==> config.mk <==
export PLATFORM = sky130hd
export DESIGN_NAME = mem_stage_flat
export DESIGN_NICKNAME = d
export VERILOG_FILES = /design/src/rtl/mem_stage_if.sv /design/src/rtl/mem_stage.sv /design/src/flat_wrapper.sv
export SDC_FILE = /design/constraint.sdc
export NUM_CORES = 1
export LEC_CHECK = 0
export CAP_MARGIN = 20
export CORE_UTILIZATION = 42
export DETAILED_ROUTE_END_ITERATION = 7
export PLACE_DENSITY_LB_ADDON = 0.3
export SLEW_MARGIN = 20
export SYNTH_ARGS = -nofsm -noshare
export SYNTH_HDL_FRONTEND = slang
export SYNTH_SLANG_ARGS = --single-unit
==> constraint.sdc <==
create_clock -name clk -period 1.8 [get_ports clk]
set_clock_uncertainty 0.15 [all_clocks]
set_input_delay 0.54 -clock clk [delete_from_list [all_inputs] [get_ports clk]]
set_output_delay 0.54 -clock clk [all_outputs]
set_load 0.1 [all_outputs]
==> src/rtl/mem_stage_if.sv <==
// Data-memory request/acknowledge port of the memory stage.
// master = memory stage (issues requests), slave = data memory.
interface mem_stage_if #(
  parameter int N = 4
) ();
  logic         req;
  logic         we;
  logic [N-1:0] addr;
  logic [N-1:0] wdata;
  logic         ack;
  logic [N-1:0] rdata;

  modport master (output req, we, addr, wdata, input ack, rdata);
  modport slave  (input req, we, addr, wdata, output ack, rdata);
endinterface

==> src/rtl/mem_stage.sv <==
// Memory stage: unpacks the EX/MEM buffer, runs loads/stores over a req/ack port, feeds WB.
// Optional forwarding outputs are enabled by defining MEM_FWD_EN.
module mem_stage #(
  parameter int N  = 4,
  parameter int BW = 2*N+24
) (
  input  logic          clk,
  input  logic          rst,
  input  logic          en_i,
  input  logic          in_valid_i,
  input  logic [BW-1:0] in_buffer_i,
  output logic          stall_o,
  mem_stage_if.master   mem,
  output logic          wb_valid_o,
  output logic [N-1:0]  wb_result_o,
  output logic [3:0]    wb_rc_o,
  output logic          wb_reg_write_o,
  output logic [2:0]    wb_flags_o
`ifdef MEM_FWD_EN
  ,
  output logic          fwd_valid_o,
  output logic [3:0]    fwd_rc_o,
  output logic [N-1:0]  fwd_data_o
`endif
);

  typedef enum logic {IDLE, ACCESS} state_e;

  state_e state_q, state_d;

  // Buffer fields
  logic [N-1:0] f_rd3, f_alu;
  logic [3:0]   f_rc;
  logic         f_reg_write, f_mem_to_reg, f_mem_write;
  logic [2:0]   f_flags;
  logic         f_is_mem;
  logic         unused_fields;

  assign f_rd3        = in_buffer_i[N-1:0];
  assign f_rc         = in_buffer_i[N+3:N];
  assign f_reg_write  = in_buffer_i[N+12];
  assign f_mem_to_reg = in_buffer_i[N+13];
  assign f_mem_write  = in_buffer_i[N+14];
  assign f_flags      = {in_buffer_i[N+15], in_buffer_i[N+16], in_buffer_i[N+17]};
  assign f_alu        = in_buffer_i[2*N+17:N+18];
  assign f_is_mem     = f_mem_write | f_mem_to_reg;
  assign unused_fields = ^{in_buffer_i[N+11:N+4], in_buffer_i[BW-1:2*N+18]};

  logic         mem_req_q, mem_req_d, mem_we_q, mem_we_d;
  logic [N-1:0] mem_addr_q, mem_addr_d, mem_wdata_q, mem_wdata_d;
  logic         wb_valid_q, wb_valid_d, wb_reg_write_q, wb_reg_write_d;
  logic [N-1:0] wb_result_q, wb_result_d;
  logic [3:0]   wb_rc_q, wb_rc_d, cap_rc_q, cap_rc_d;
  logic [2:0]   wb_flags_q, wb_flags_d, cap_flags_q, cap_flags_d;
  logic         cap_reg_write_q, cap_reg_write_d;

  // NOTE: sequential state uses non-blocking assignments so every register samples pre-edge values.
  always_ff @(posedge clk) begin
    if (!rst) state_q <= IDLE;
    else      state_q <= state_d;
  end

  always_comb begin
    state_d = state_q;
    if (en_i) begin
      case (state_q)
        IDLE:    if (in_valid_i && f_is_mem) state_d = ACCESS;
        ACCESS:  if (mem.ack) state_d = IDLE;
        default: state_d = IDLE;
      endcase
    end
  end

  // NOTE: every output of this block gets a default first, so no path can infer a latch.
  always_comb begin
    mem_req_d       = mem_req_q;
    mem_we_d        = mem_we_q;
    mem_addr_d      = mem_addr_q;
    mem_wdata_d     = mem_wdata_q;
    wb_valid_d      = en_i ? 1'b0 : wb_valid_q;
    wb_result_d     = wb_result_q;
    wb_rc_d         = wb_rc_q;
    wb_reg_write_d  = wb_reg_write_q;
    wb_flags_d      = wb_flags_q;
    cap_rc_d        = cap_rc_q;
    cap_reg_write_d = cap_reg_write_q;
    cap_flags_d     = cap_flags_q;
    if (en_i) begin
      case (state_q)
        IDLE: begin
          if (in_valid_i && f_is_mem) begin
            // memWrite wins over memToReg when both are set
            mem_req_d       = 1'b1;
            mem_we_d        = f_mem_write;
            mem_addr_d      = f_alu;
            mem_wdata_d     = f_rd3;
            cap_rc_d        = f_rc;
            cap_reg_write_d = f_reg_write;
            cap_flags_d     = f_flags;
          end else if (in_valid_i) begin
            wb_valid_d     = 1'b1;
            wb_result_d    = f_alu;
            wb_rc_d        = f_rc;
            wb_reg_write_d = f_reg_write;
            wb_flags_d     = f_flags;
          end
        end
        ACCESS: begin
          if (mem.ack) begin
            // The held address is the alu result, so stores write it back from there
            mem_req_d      = 1'b0;
            wb_valid_d     = 1'b1;
            wb_result_d    = mem_we_q ? mem_addr_q : mem.rdata;
            wb_rc_d        = cap_rc_q;
            wb_reg_write_d = cap_reg_write_q;
            wb_flags_d     = cap_flags_q;
          end
        end
        default: ;
      endcase
    end
  end

  always_ff @(posedge clk) begin
    if (!rst) begin
      mem_req_q       <= 1'b0;
      mem_we_q        <= 1'b0;
      mem_addr_q      <= '0;
      mem_wdata_q     <= '0;
      wb_valid_q      <= 1'b0;
      wb_result_q     <= '0;
      wb_rc_q         <= '0;
      wb_reg_write_q  <= 1'b0;
      wb_flags_q      <= '0;
      cap_rc_q        <= '0;
      cap_reg_write_q <= 1'b0;
      cap_flags_q     <= '0;
    end else begin
      mem_req_q       <= mem_req_d;
      mem_we_q        <= mem_we_d;
      mem_addr_q      <= mem_addr_d;
      mem_wdata_q     <= mem_wdata_d;
      wb_valid_q      <= wb_valid_d;
      wb_result_q     <= wb_result_d;
      wb_rc_q         <= wb_rc_d;
      wb_reg_write_q  <= wb_reg_write_d;
      wb_flags_q      <= wb_flags_d;
      cap_rc_q        <= cap_rc_d;
      cap_reg_write_q <= cap_reg_write_d;
      cap_flags_q     <= cap_flags_d;
    end
  end

  assign stall_o        = (state_q == ACCESS);
  assign mem.req        = mem_req_q;
  assign mem.we         = mem_we_q;
  assign mem.addr       = mem_addr_q;
  assign mem.wdata      = mem_wdata_q;
  assign wb_valid_o     = wb_valid_q;
  assign wb_result_o    = wb_result_q;
  assign wb_rc_o        = wb_rc_q;
  assign wb_reg_write_o = wb_reg_write_q;
  assign wb_flags_o     = wb_flags_q;

`ifdef MEM_FWD_EN
  logic         fwd_valid_q;
  logic [3:0]   fwd_rc_q;
  logic [N-1:0] fwd_data_q;

  always_ff @(posedge clk) begin
    if (!rst) begin
      fwd_valid_q <= 1'b0;
      fwd_rc_q    <= '0;
      fwd_data_q  <= '0;
    end else begin
      fwd_valid_q <= wb_valid_d & wb_reg_write_d;
      fwd_rc_q    <= wb_rc_d;
      fwd_data_q  <= wb_result_d;
    end
  end

  assign fwd_valid_o = fwd_valid_q;
  assign fwd_rc_o    = fwd_rc_q;
  assign fwd_data_o  = fwd_data_q;
`endif

endmodule
==> src/flat_wrapper.sv <==
// flat-port wrapper written by rule: the top's interface ports become plain ports
module mem_stage_flat 
#(
  parameter int N  = 4,
  parameter int BW = 2*N+24
)
  (clk, rst, en_i, in_valid_i, in_buffer_i, stall_o, wb_valid_o, wb_result_o, wb_rc_o, wb_reg_write_o, wb_flags_o, mem_req, mem_we, mem_addr, mem_wdata, mem_ack, mem_rdata);
  mem_stage_if #(.N(N)) mem_i ();
  input  logic clk;
  input  logic rst;
  input  logic en_i;
  input  logic in_valid_i;
  input  logic [BW-1:0] in_buffer_i;
  output logic stall_o;
  output logic wb_valid_o;
  output logic [N-1:0] wb_result_o;
  output logic [3:0] wb_rc_o;
  output logic wb_reg_write_o;
  output logic [2:0] wb_flags_o;
  output wire logic [$bits(mem_i.req)-1:0] mem_req;
  output wire logic [$bits(mem_i.we)-1:0] mem_we;
  output wire logic [$bits(mem_i.addr)-1:0] mem_addr;
  output wire logic [$bits(mem_i.wdata)-1:0] mem_wdata;
  input wire logic [$bits(mem_i.ack)-1:0] mem_ack;
  input wire logic [$bits(mem_i.rdata)-1:0] mem_rdata;
  assign mem_req = mem_i.req;
  assign mem_we = mem_i.we;
  assign mem_addr = mem_i.addr;
  assign mem_wdata = mem_i.wdata;
  assign mem_i.ack = mem_ack;
  assign mem_i.rdata = mem_rdata;
  mem_stage #(.N(N), .BW(BW)) u_core (.clk(clk), .rst(rst), .en_i(en_i), .in_valid_i(in_valid_i), .in_buffer_i(in_buffer_i), .stall_o(stall_o), .mem(mem_i), .wb_valid_o(wb_valid_o), .wb_result_o(wb_result_o), .wb_rc_o(wb_rc_o), .wb_reg_write_o(wb_reg_write_o), .wb_flags_o(wb_flags_o));
endmodule
==> metrics.md, run 1 <==
| Metric | Value |
|---|---|
| Clock Tree Root | clkbuf_4 |
| Buffers on Ports | 50 |
| Maximum clock rate | 571 MHz |
| Cell taking the most area after synthesis | dfxtp_1 |
| CTS tree | done |
| Min-delay worst type | reg -> reg |
| Vias | 1,401 |
| Synthesized net count | 207 |
| # placed instances | 256 |
| Synth area leaders | dfxtp_1 (42%), mux2i_1 (10%), o21ai_0 (6.9%) |
| Unrepaired setup endpoints after global routing | false |
| Layout Cells excl Fill | 265 |
| Vias in the first global route | 1,410 |
| Status | completed |
| Nature of the critical path endpoint | flip-flop |
| Worst Max-Slew Pin Slew | 344 ps |
| WP data arrival | 1810 ps |
| Hold buffers post-CTS | 0 |
| Max FO, Critical Path | 13 |
| Clk Latency, worst-skew pair | 320 ps |
| Mapped Avg Cell Area | 9.22 um2 |
| Fin. Hold Viols | 0 |
| Register area share after synthesis | 41.9% |
| Synthesized area | 0.00153 mm2 |
| Fin. max-slew vios | 0 |
| Yosys cell types | 22 |
| Vias per cell | 5.29 |
| Yosys reg bits | 32 |
| Worst slew margin | 77.0% |
| Final WS setup | 49.5 ps |
| Core ar. | 0.00342 mm2 |
| Share of cells above drive strength 1 | 25.6% |
| Setup violators final | 0 |
| Synth warnings | 0 |
| N_diodes | 0 |
| CTS Buf Count | 5 |
| Layout area overhead | 57.8% |
| Half-perimeter wire length after placement | 2640 um |
| Leakage | 0.000974 uW |
| Antenna Violating Nets Remaining | 0 |
| Clk buf depth | 2 |
| Worst setup SP type | input pin |
| Io pins | 65 |
| Crit share post-route | 97.3% |
| Power per cell area | 689 mW/mm2 |
| Vert. Die Dim | 62.4 um |
| DRC | 0 |
| Area of the multi-input gates | 810 um2 |
| Die Area | 0.00389 mm2 |
| Total power | 1660 uW |
| Max Cap Violations | 0 |
| Avg WL per Cell | 14.1 um |
| Crit Path Class | in -> reg |
| Pre-CTS setup slack | -587 ps |
| H-tree depth | 2 |
| Crit path required time | 1860 ps |
| Largest net degree at the start of global routing | 30 |
| Most common cell after layout, fill and taps aside | dfxtp_1 |
| Gpl congestion | 0.723 |
| Drt first pass iters | 4 |
| Clock-pin slew on the worst setup and hold paths | 100 ps |
| Maximum VDD drop | 0.483 mV |
| Final net count | 259 |
| Sinks on Clock Net | 32 |
| Post-layout min period | 1750 ps |
| GRT overflow | 0 |
| Die Wd | 62.4 um |
| Post-synth top area share | 41.9% |
| Overall routing resource usage | 20.9% |
| Number of DRC markers in iteration 0 | 63 |
| Fill cells | 257 |
| FF+latch area | 646 um2 |
| Initial Util | 44.8% |
| Most frequent cells in the layout | dfxtp_1 (30), buf_12 (26), nand2_1 (25), clkdlybuf4s50_1 (25), o21ai_0 (21) |
| Cell row count | 21 |
| Cells after Synth | 166 |
| Hold WS | 335 ps |
| Antenna violations before repair | 0 |
| First-pass GRT wire length | 6400 um |
| WL final | 3720 um |
-- through the flow --
stage / cell area (um2) / TNS, ps / util, %
after floorplan: 1530 / 0 / -
after global placement: 2320 / -12950 / 67.9
after detailed placement: 2320 / -14860 / 67.9
after CTS: 2400 / 0 / 70.4
after global routing: 2410 / 0 / 70.7
final: 2410 / 0 / 70.7
-- synth_stat cells --
cell,count
o21ai_0,21
nand2_1,25
clkbuf_2,1
nand3_1,17
nand2b_1,1
nand3b_2,1
a21o_1,4
nor2_1,1
a21boi_1,12
nor4b_4,1
buf_6,3
mux2_2,8
and3b_1,1
clkbuf_1,7
and2_4,1
mux2i_1,16
a21boi_0,8
buf_2,2
o21ai_4,1
dfxtp_1,32
or2_2,1
buf_4,2
-- per-layer routing --
metal	vias up	routed length (um)	track usage (%)
li1	684	-	-
met2	40	2030	38.7
met5	-	0	0
met3	2	167	4.04
met4	0	17	8.72
met1	675	1510	23.0
-- path summary, 6_finish.rpt --
check | from | to | slack (ps) | cells past startpoint
max | in_buffer_i[17] | u_core.wb_rc_o[1]$_SDFFE_PN0P_ | 50 | 6
min | u_core.cap_flags_q[1]$_SDFFE_PN0P_ | u_core.cap_flags_q[1]$_SDFFE_PN0P_ | 330 | 2
max reg2reg | u_core.stall_o$_SDFFE_PN0P_ | u_core.mem.wdata[1]$_SDFFE_PN0P_ | 330 | 3
min reg2reg | u_core.cap_flags_q[1]$_SDFFE_PN0P_ | u_core.cap_flags_q[1]$_SDFFE_PN0P_ | 330 | 2
-- flip-flops by register name, indices dropped and copies added (netlist names), named ones only --
register                cells
u_core.wb_result_o          4
u_core.cap_reg_write_q      1
u_core.mem.wdata            4
u_core.stall_o              1
u_core.wb_rc_o              4
u_core.cap_flags_q          3
u_core.mem.we               1
u_core.wb_flags_o           3
u_core.cap_rc_q             4
u_core.mem.req              1
u_core.mem.addr             4
u_core.wb_reg_write_o       1
-- cell type report --
class,instances,area share (%)
repair buffers,60,34.9
multi-input cells,119,33.5
flip-flops and latches,32,26.7
clock buffers,8,2.44
well taps,46,2.38
-- kinds of logic (layout without fill, tap and decap cells) --
| group | count (synthesis) | in the layout | synth area share (%) |
|---|---|---|---|
| AND/OR/NAND/NOR | 49 | 49 | 16.2 |
| AO/OA/AOI/OAI | 46 | 46 | 19.7 |
| flip-flops | 32 | 32 | 41.9 |
| multiplexers | 24 | 24 | 16.4 |
| buffers and inverters | 15 | 68 | 5.89 |
-- worst max-delay path: stages --
cell             delay (ps)
clkdlybuf4s50_1         480
buf_4                   180
nor4b_4                 260
o21ai_4                  80
buf_12                  150
mux2i_1                 120
-- what timing repair did --
item	in CTS	in global routing
buffers inserted	1	0
hold endpoints to repair	0	0
pin swaps	1	0
endpoints found under the setup margin	31	14
resized for setup	2	3
-- where the power goes --
part	leakage (uW)	total, uW	internal [uW]	switching (uW)
logic	0.000680	471	209	262
registers	0.000261	772	737	35.1
clock network	0.0000326	421	193	229
total	0.000974	1660	1140	526
No activity file was read; power rests on OpenSTA's default activity.
==> inputs of run 2 (changes only) <==
--- a/config.mk
+++ b/config.mk
@@ -6,8 +6,9 @@
 export NUM_CORES = 1
 export LEC_CHECK = 0
 export CAP_MARGIN = 20
-export CORE_UTILIZATION = 42
+export CORE_UTILIZATION = 35
 export DETAILED_ROUTE_END_ITERATION = 7
+export HOLD_SLACK_MARGIN = 0.05
 export PLACE_DENSITY_LB_ADDON = 0.3
 export SLEW_MARGIN = 20
 export SYNTH_ARGS = -nofsm -noshare
==> metrics.md, run 2 (synthesis gave the netlist of run 1 again) <==
| Metric | Value |
|---|---|
| Die Area | 0.00464 mm2 (+19%) |
| Vias | 1,399 (-0.14%) |
| Maximum clock rate | 580 MHz (+1.6%) |
| DRC | 0 (unchanged) |
| First-pass GRT wire length | 5860 um (-8.4%) |
| WL final | 3530 um (-5.1%) |
| Max FO, Critical Path | 8 (-5) |
| Power per cell area | 761 mW/mm2 (+10%) |
| CP most frequent cell | buf_4 |
| Sinks on Clock Net | 32 (unchanged) |
| Pre-CTS setup slack | -568 ps (+19.2 ps) |
| Largest net degree at the start of global routing | 25 (-17%) |
| Avg WL per Cell | 12.9 um (-8.6%) |
| Antenna violations before repair | 0 (unchanged) |
| Most frequent cells in the layout | dfxtp_1 (30), buf_12 (26), nand2_1 (25) |
| Top cell family by delay on the critical path | buffers and inverters |
| Critical Path Max Stage Delay | 500 ps (+20 ps) |
| Gpl congestion | 0.707 (-2.1%) |
| FF-to-FF Start | u_core.stall_o$_SDFFE_PN0P_ |
| Io pins | 65 (unchanged) |
| Hold EP | u_core.cap_rc_q[0]$_SDFFE_PN0P_ |
| Comb pwr share | 25.0% (-3.3 points) |
| Post-layout min period | 1720 ps (-27.0 ps) |
| Crit Path Class | in -> reg |
| CTS Buf Count | 5 (unchanged) |
| Slowest cell on crit path | clkdlybuf4s50_1 |
| Crit share post-route | 95.8% (-1.5 points) |
| Layout area overhead | 64.1% |
| Overall routing resource usage | 17.1% (-3.8 points) |
| WP data arrival | 1780 ps (-30 ps) |
| Core ar. | 0.00409 mm2 (+20%) |
| WP buf/inv | 3 (unchanged) |
| Register share of total power | 40.4% (-6.0 points) |
| H-tree depth | 2 (unchanged) |
| Hold Path Stages | 2 (unchanged) |
| Half-perimeter wire length after placement | 2630 um (-0.46%) |
| Setup violators final | 0 (unchanged) |
| Worst setup SP type | input pin |
| Clock power frac | 34.6% (+9.3 points) |
| Cell row count | 23 (+9.5%) |
| Unrepaired setup endpoints after global routing | false |
| Worst slew margin | 78.0% (+1.0 points) |
| Maximum VDD drop | 0.437 mV (-9.7%) |
| Clk Latency, worst-skew pair | 280 ps (-40 ps) |
| Initial Util | 37.4% (-7.4 points) |
| Vias in the first global route | 1,329 (-5.7%) |
| Status | completed |
| Die Wd | 68.1 um (+9.2%) |
| Number of DRC markers in iteration 0 | 28 (-56%) |
| P_sw | 546 uW (+3.7%) |
| Fin. Hold Viols | 0 (unchanged) |
| Hold buffers post-CTS | 0 (unchanged) |
| N_diodes | 0 (unchanged) |
| Sw frac | 28.5% (-3.0 points) |
| Pint | 1370 uW (+20%) |
| RR Endpoint | u_core.mem.addr[0]$_SDFFE_PN0P_ |
| Buffers on Ports | 50 (unchanged) |
| Placed Area | 0.00236 mm2 (+1.8%) |
| Drt first pass iters | 4 (unchanged) |
| Final WS setup | 76.4 ps (+27.0 ps) |
| Design Area, Final | 0.00251 mm2 (+4.0%) |
| Final Core Density | 61.5% (-9.2 points) |
| Clk buf depth | 2 (unchanged) |
| Vias per cell | 5.09 (-3.8%) |
| Worst Reg-to-Reg Cells | 5 (+2) |
| GRT overflow | 0 (unchanged) |
| Crit path required time | 1850 ps (about the same) |
| Leakage | 0.00103 uW (+6.2%) |
| Share of cells above drive strength 1 | 28.0% (+2.4 points) |
| FF-to-FF setup slack | 230 ps (-100 ps) |
| CTS tree | done |
| Clock Tree Root | clkbuf_8 |
| Nature of the critical path endpoint | flip-flop |
| Most common cell after layout, fill and taps aside | dfxtp_1 |
| Fin. max-slew vios | 0 (unchanged) |
| Max Cap Violations | 0 (unchanged) |
| Min-Delay Startpoint | u_core.cap_rc_q[0]$_SDFFE_PN0P_ |
| Antenna Violating Nets Remaining | 0 (unchanged) |
| Vert. Die Dim | 68.1 um (+9.2%) |
| Final net count | 265 (+2.3%) |
| Crit path cell chain | clkdlybuf4s50_1, buf_4, and3b_1, buf_4, nand3_1, a21boi_0 |
| Worst Max-Slew Pin Slew | 329 ps (-14.2 ps) |
| Min-delay worst type | reg -> reg |
| Clock-pin slew on the worst setup and hold paths | 60 ps (-40 ps) |
-- run 2: tightest hold or removal path: cells and delay by family, from the launching register on --
kind            cells  cell delay, ps
compound gates      2             120
flops               1             310
-- run 2: worst max-delay path by stage --
stage,from,endpoint,slack (ps),depth (start not counted)
2_1_floorplan,u_core.stall_o$_SDFFE_PN0P_,u_core.mem.addr[0]$_SDFFE_PN0P_,120,4
3_3_place_gp,in_buffer_i[18],u_core.cap_rc_q[1]$_SDFFE_PN0P_,-530,4
3_5_place_dp,in_buffer_i[18],u_core.cap_rc_q[3]$_SDFFE_PN0P_,-570,4
4_1_cts,in_buffer_i[18],u_core.cap_flags_q[2]$_SDFFE_PN0P_,8,4
5_1_grt,in_valid_i,u_core.cap_rc_q[3]$_SDFFE_PN0P_,4,6
6_report,in_valid_i,u_core.mem.addr[0]$_SDFFE_PN0P_,80,6
-- run 2: per-layer routing --
layer / GRT usage [%] / wire length (um) / up-vias
met5: 0 / 0 / -
met4: 3.91 / 25 / 0
met3: 5.33 / 212 / 3
met2: 30.5 / 1740 / 37
met1: 19.8 / 1560 / 660
li1: - / - / 699
-- run 2: through the flow --
| step | TNS, ps | hold WS [ps] | instances | total power (uW) |
|---|---|---|---|---|
| 2_1_floorplan | 0 | 299 | 166 | 1060 |
| 5_1_grt | 0 | 358 | 275 | 1990 |
| 4_1_cts | 0 | 331 | 275 | 1930 |
| 3_5_place_dp | -14670 | 321 | 265 | 1260 |
| 6_report | 0 | 325 | 275 | 1910 |
| 3_3_place_gp | -14300 | 311 | 265 | 1260 |
-- run 2: what timing repair did --
| action | in CTS | in global routing |
|---|---|---|
| gates resized for setup | 1 | 6 |
| pin swaps | 2 | 0 |
| setup endpoints to repair | 30 | 30 |
| buffers inserted | 2 | 0 |
-- run 2: final cells by class --
cell class	count	area, um2
fill	344	1580
timing repair buffer	66	891
multi-input combinational	119	807
sequential	32	643
clock buffer	6	72.6
tap	50	62.6
clock inverter	2	35.0
-- run 2: power groups by stage --
stage / combinational, uW / sequential, uW / clock [uW]
final: 478 / 772 / 661
after global routing: 506 / 776 / 711
after CTS: 481 / 772 / 678
after detailed placement: 474 / 788 / 0
after global placement: 470 / 787 / 0
after floorplan: 134 / 923 / 0
==> RTL change, RTL diff (flow settings as in run 1) <==
Register the output `wb_flags_o` once more, without a reset; this adds one clock of latency there. The other outputs are not delayed to match.
--- a/src/rtl/mem_stage.sv
+++ b/src/rtl/mem_stage.sv
@@ -162,3 +162,5 @@
   assign wb_reg_write_o = wb_reg_write_q;
-  assign wb_flags_o     = wb_flags_q;
+  always_ff @(posedge clk) begin
+    wb_flags_o <= wb_flags_q;
+  end
 
Formal check against the unedited RTL: not equivalent (Yosys sat finds a counterexample within 4 cycles, from zero or initial values and one cycle with rst low).
==> RTL change against run 1 <==
- hold slack lost 130 ps
- total power grew 12%
- sequential cell count grew 3
- area after synthesis grew 3.4%
- routed wire length grew 9.4%
- non-clock buffer count grew 5
- via count grew 2.7%
- worst setup slack gained 34 ps
- global-route usage grew 0.72 points
- cell area grew 5.5%
==> RTL change: results (changes against run 1) <==
Syn Nets=210 (+1.4%); antenna violations before repair=0 (unchanged); Net count, final=267 (+3.1%); total CTS buffers=5 (unchanged); post-synth cell types=22 (unchanged); Critical R2R Capture=u_core.wb_flags_q[2]; CP Max Fanout=13 (unchanged); vias in the first global route=1427 (+1.2%); WL final=4070 um (+9.4%); Peak VDD IR=0.541 mV (+12%); Place WS=-622 ps (-34.8 ps); H-tree depth=2 (unchanged); pin count of the biggest net entering global routing=18 (-40%); min cycle time layout=1720 ps (-33.9 ps); Final HPWL DP=2880 um (+9.1%); GP Congestion=0.812 (+12%); Critical Path AT=1770 ps (-40 ps); status=finished clean; Placed Instance Area=2420 um^2 (+4.3%); sequential fraction of the synthesis area=44.3% (+2.4 points); Total Routing Usage GR=21.6% (+0.72 points); ranking of synthesized cells by area=dfxtp_1 44%, mux2i_1 10%, o21ai_0 6.6%, a21boi_1 6.2%, nand2_1 5.9%; flop2flop setup slack=280 ps (-50 ps); clk_lat worst skew=290 ps (-30 ps); CP max stage delay=510 ps (+30 ps); CTS root buffer=clkbuf_8; starting DRC count in detailed routing=60 (-4.8%); post-synthesis mux area share=15.8% (-0.53 points); Worst-Margin Slew=293 ps (-50.2 ps); CTS clk-pin slew, worst paths=70 ps (-30 ps); first-pass GRT wire length=6610 um (+3.3%); layout cells sized above 1=26.0% (+0.42 points); Vias per Instance=5.27 (-0.30%)
RTL change: worst reg2reg max path: stages (launching register included):
cell and delay [ps]:
dfxtp_2 500, buf_4 250, mux2_2 350, nand2_1 80
mux2i_1 70
RTL change: per-stage QoR:
stage	total power, mW	cells	hold slack [ps]	setup TNS (ps)	util (%)
6_report	1.87	273	200	0	73.4
5_1_grt	1.95	273	209	0	73.4
4_1_cts	1.88	272	202	0	72.9
3_5_place_dp	1.33	263	187	-15410	69.8
3_3_place_gp	1.32	263	185	-13920	69.8
2_1_floorplan	1.12	169	181	0	-
RTL change: power by group:
part / total, mW / switching, mW / internal, mW
sequential: 0.842 / 0.0355 / 0.807
combinational: 0.488 / 0.268 / 0.220
clock: 0.542 / 0.270 / 0.271
RTL change: layout make-up:
class                   instances  area, um^2  share of cell area (%)
clock buffers                   7        76.3                    3.00
clock inverters                 1        5.00                   0.196
multi-input cells             119         803                    31.5
flip-flops and latches         35         703                    27.6
well taps                      46        57.6                    2.26
repair buffers                 65         902                    35.4
RTL change: how the worst min path moves through the flow:
stage | startpoint | to | slack (ps) | cells after the start
floorplan | u_core.wb_flags_q[0] | u_core.wb_flags_o[0] | 180 | 0
global placement | u_core.wb_flags_q[0] | u_core.wb_flags_o[0] | 190 | 0
detailed placement | u_core.wb_flags_q[0] | u_core.wb_flags_o[0] | 190 | 0
CTS | u_core.wb_flags_q[0] | u_core.wb_flags_o[0] | 200 | 0
global route | u_core.wb_flags_q[1] | u_core.wb_flags_o[1] | 210 | 0
finish | u_core.wb_flags_q[0] | u_core.wb_flags_o[0] | 200 | 0
RTL change: routing by layer:
metal | global-route usage, % | part of all wire [%] | up-vias
li1 | - | - | 706
met3 | 6.88 | 6.9 | 5
met1 | 24.0 | 41 | 670
met4 | 7.67 | 0.98 | 0
met5 | 0 | 0 | -
met2 | 38.2 | 51 | 58
RTL change: cells by family (layout without fill, tap and decap cells):
family	Yosys count	count (layout)
DFF	35	35
and+or+nand+nor	49	49
buffers and inverters	15	73
muxes	24	24
AOI/OAI and AO/OA	46	46
RTL change: timing repair:
item,CTS,global route
gates resized for setup,3,0
setup endpoints to repair,30,1
pin swaps,1,1
setup buffers,1,1
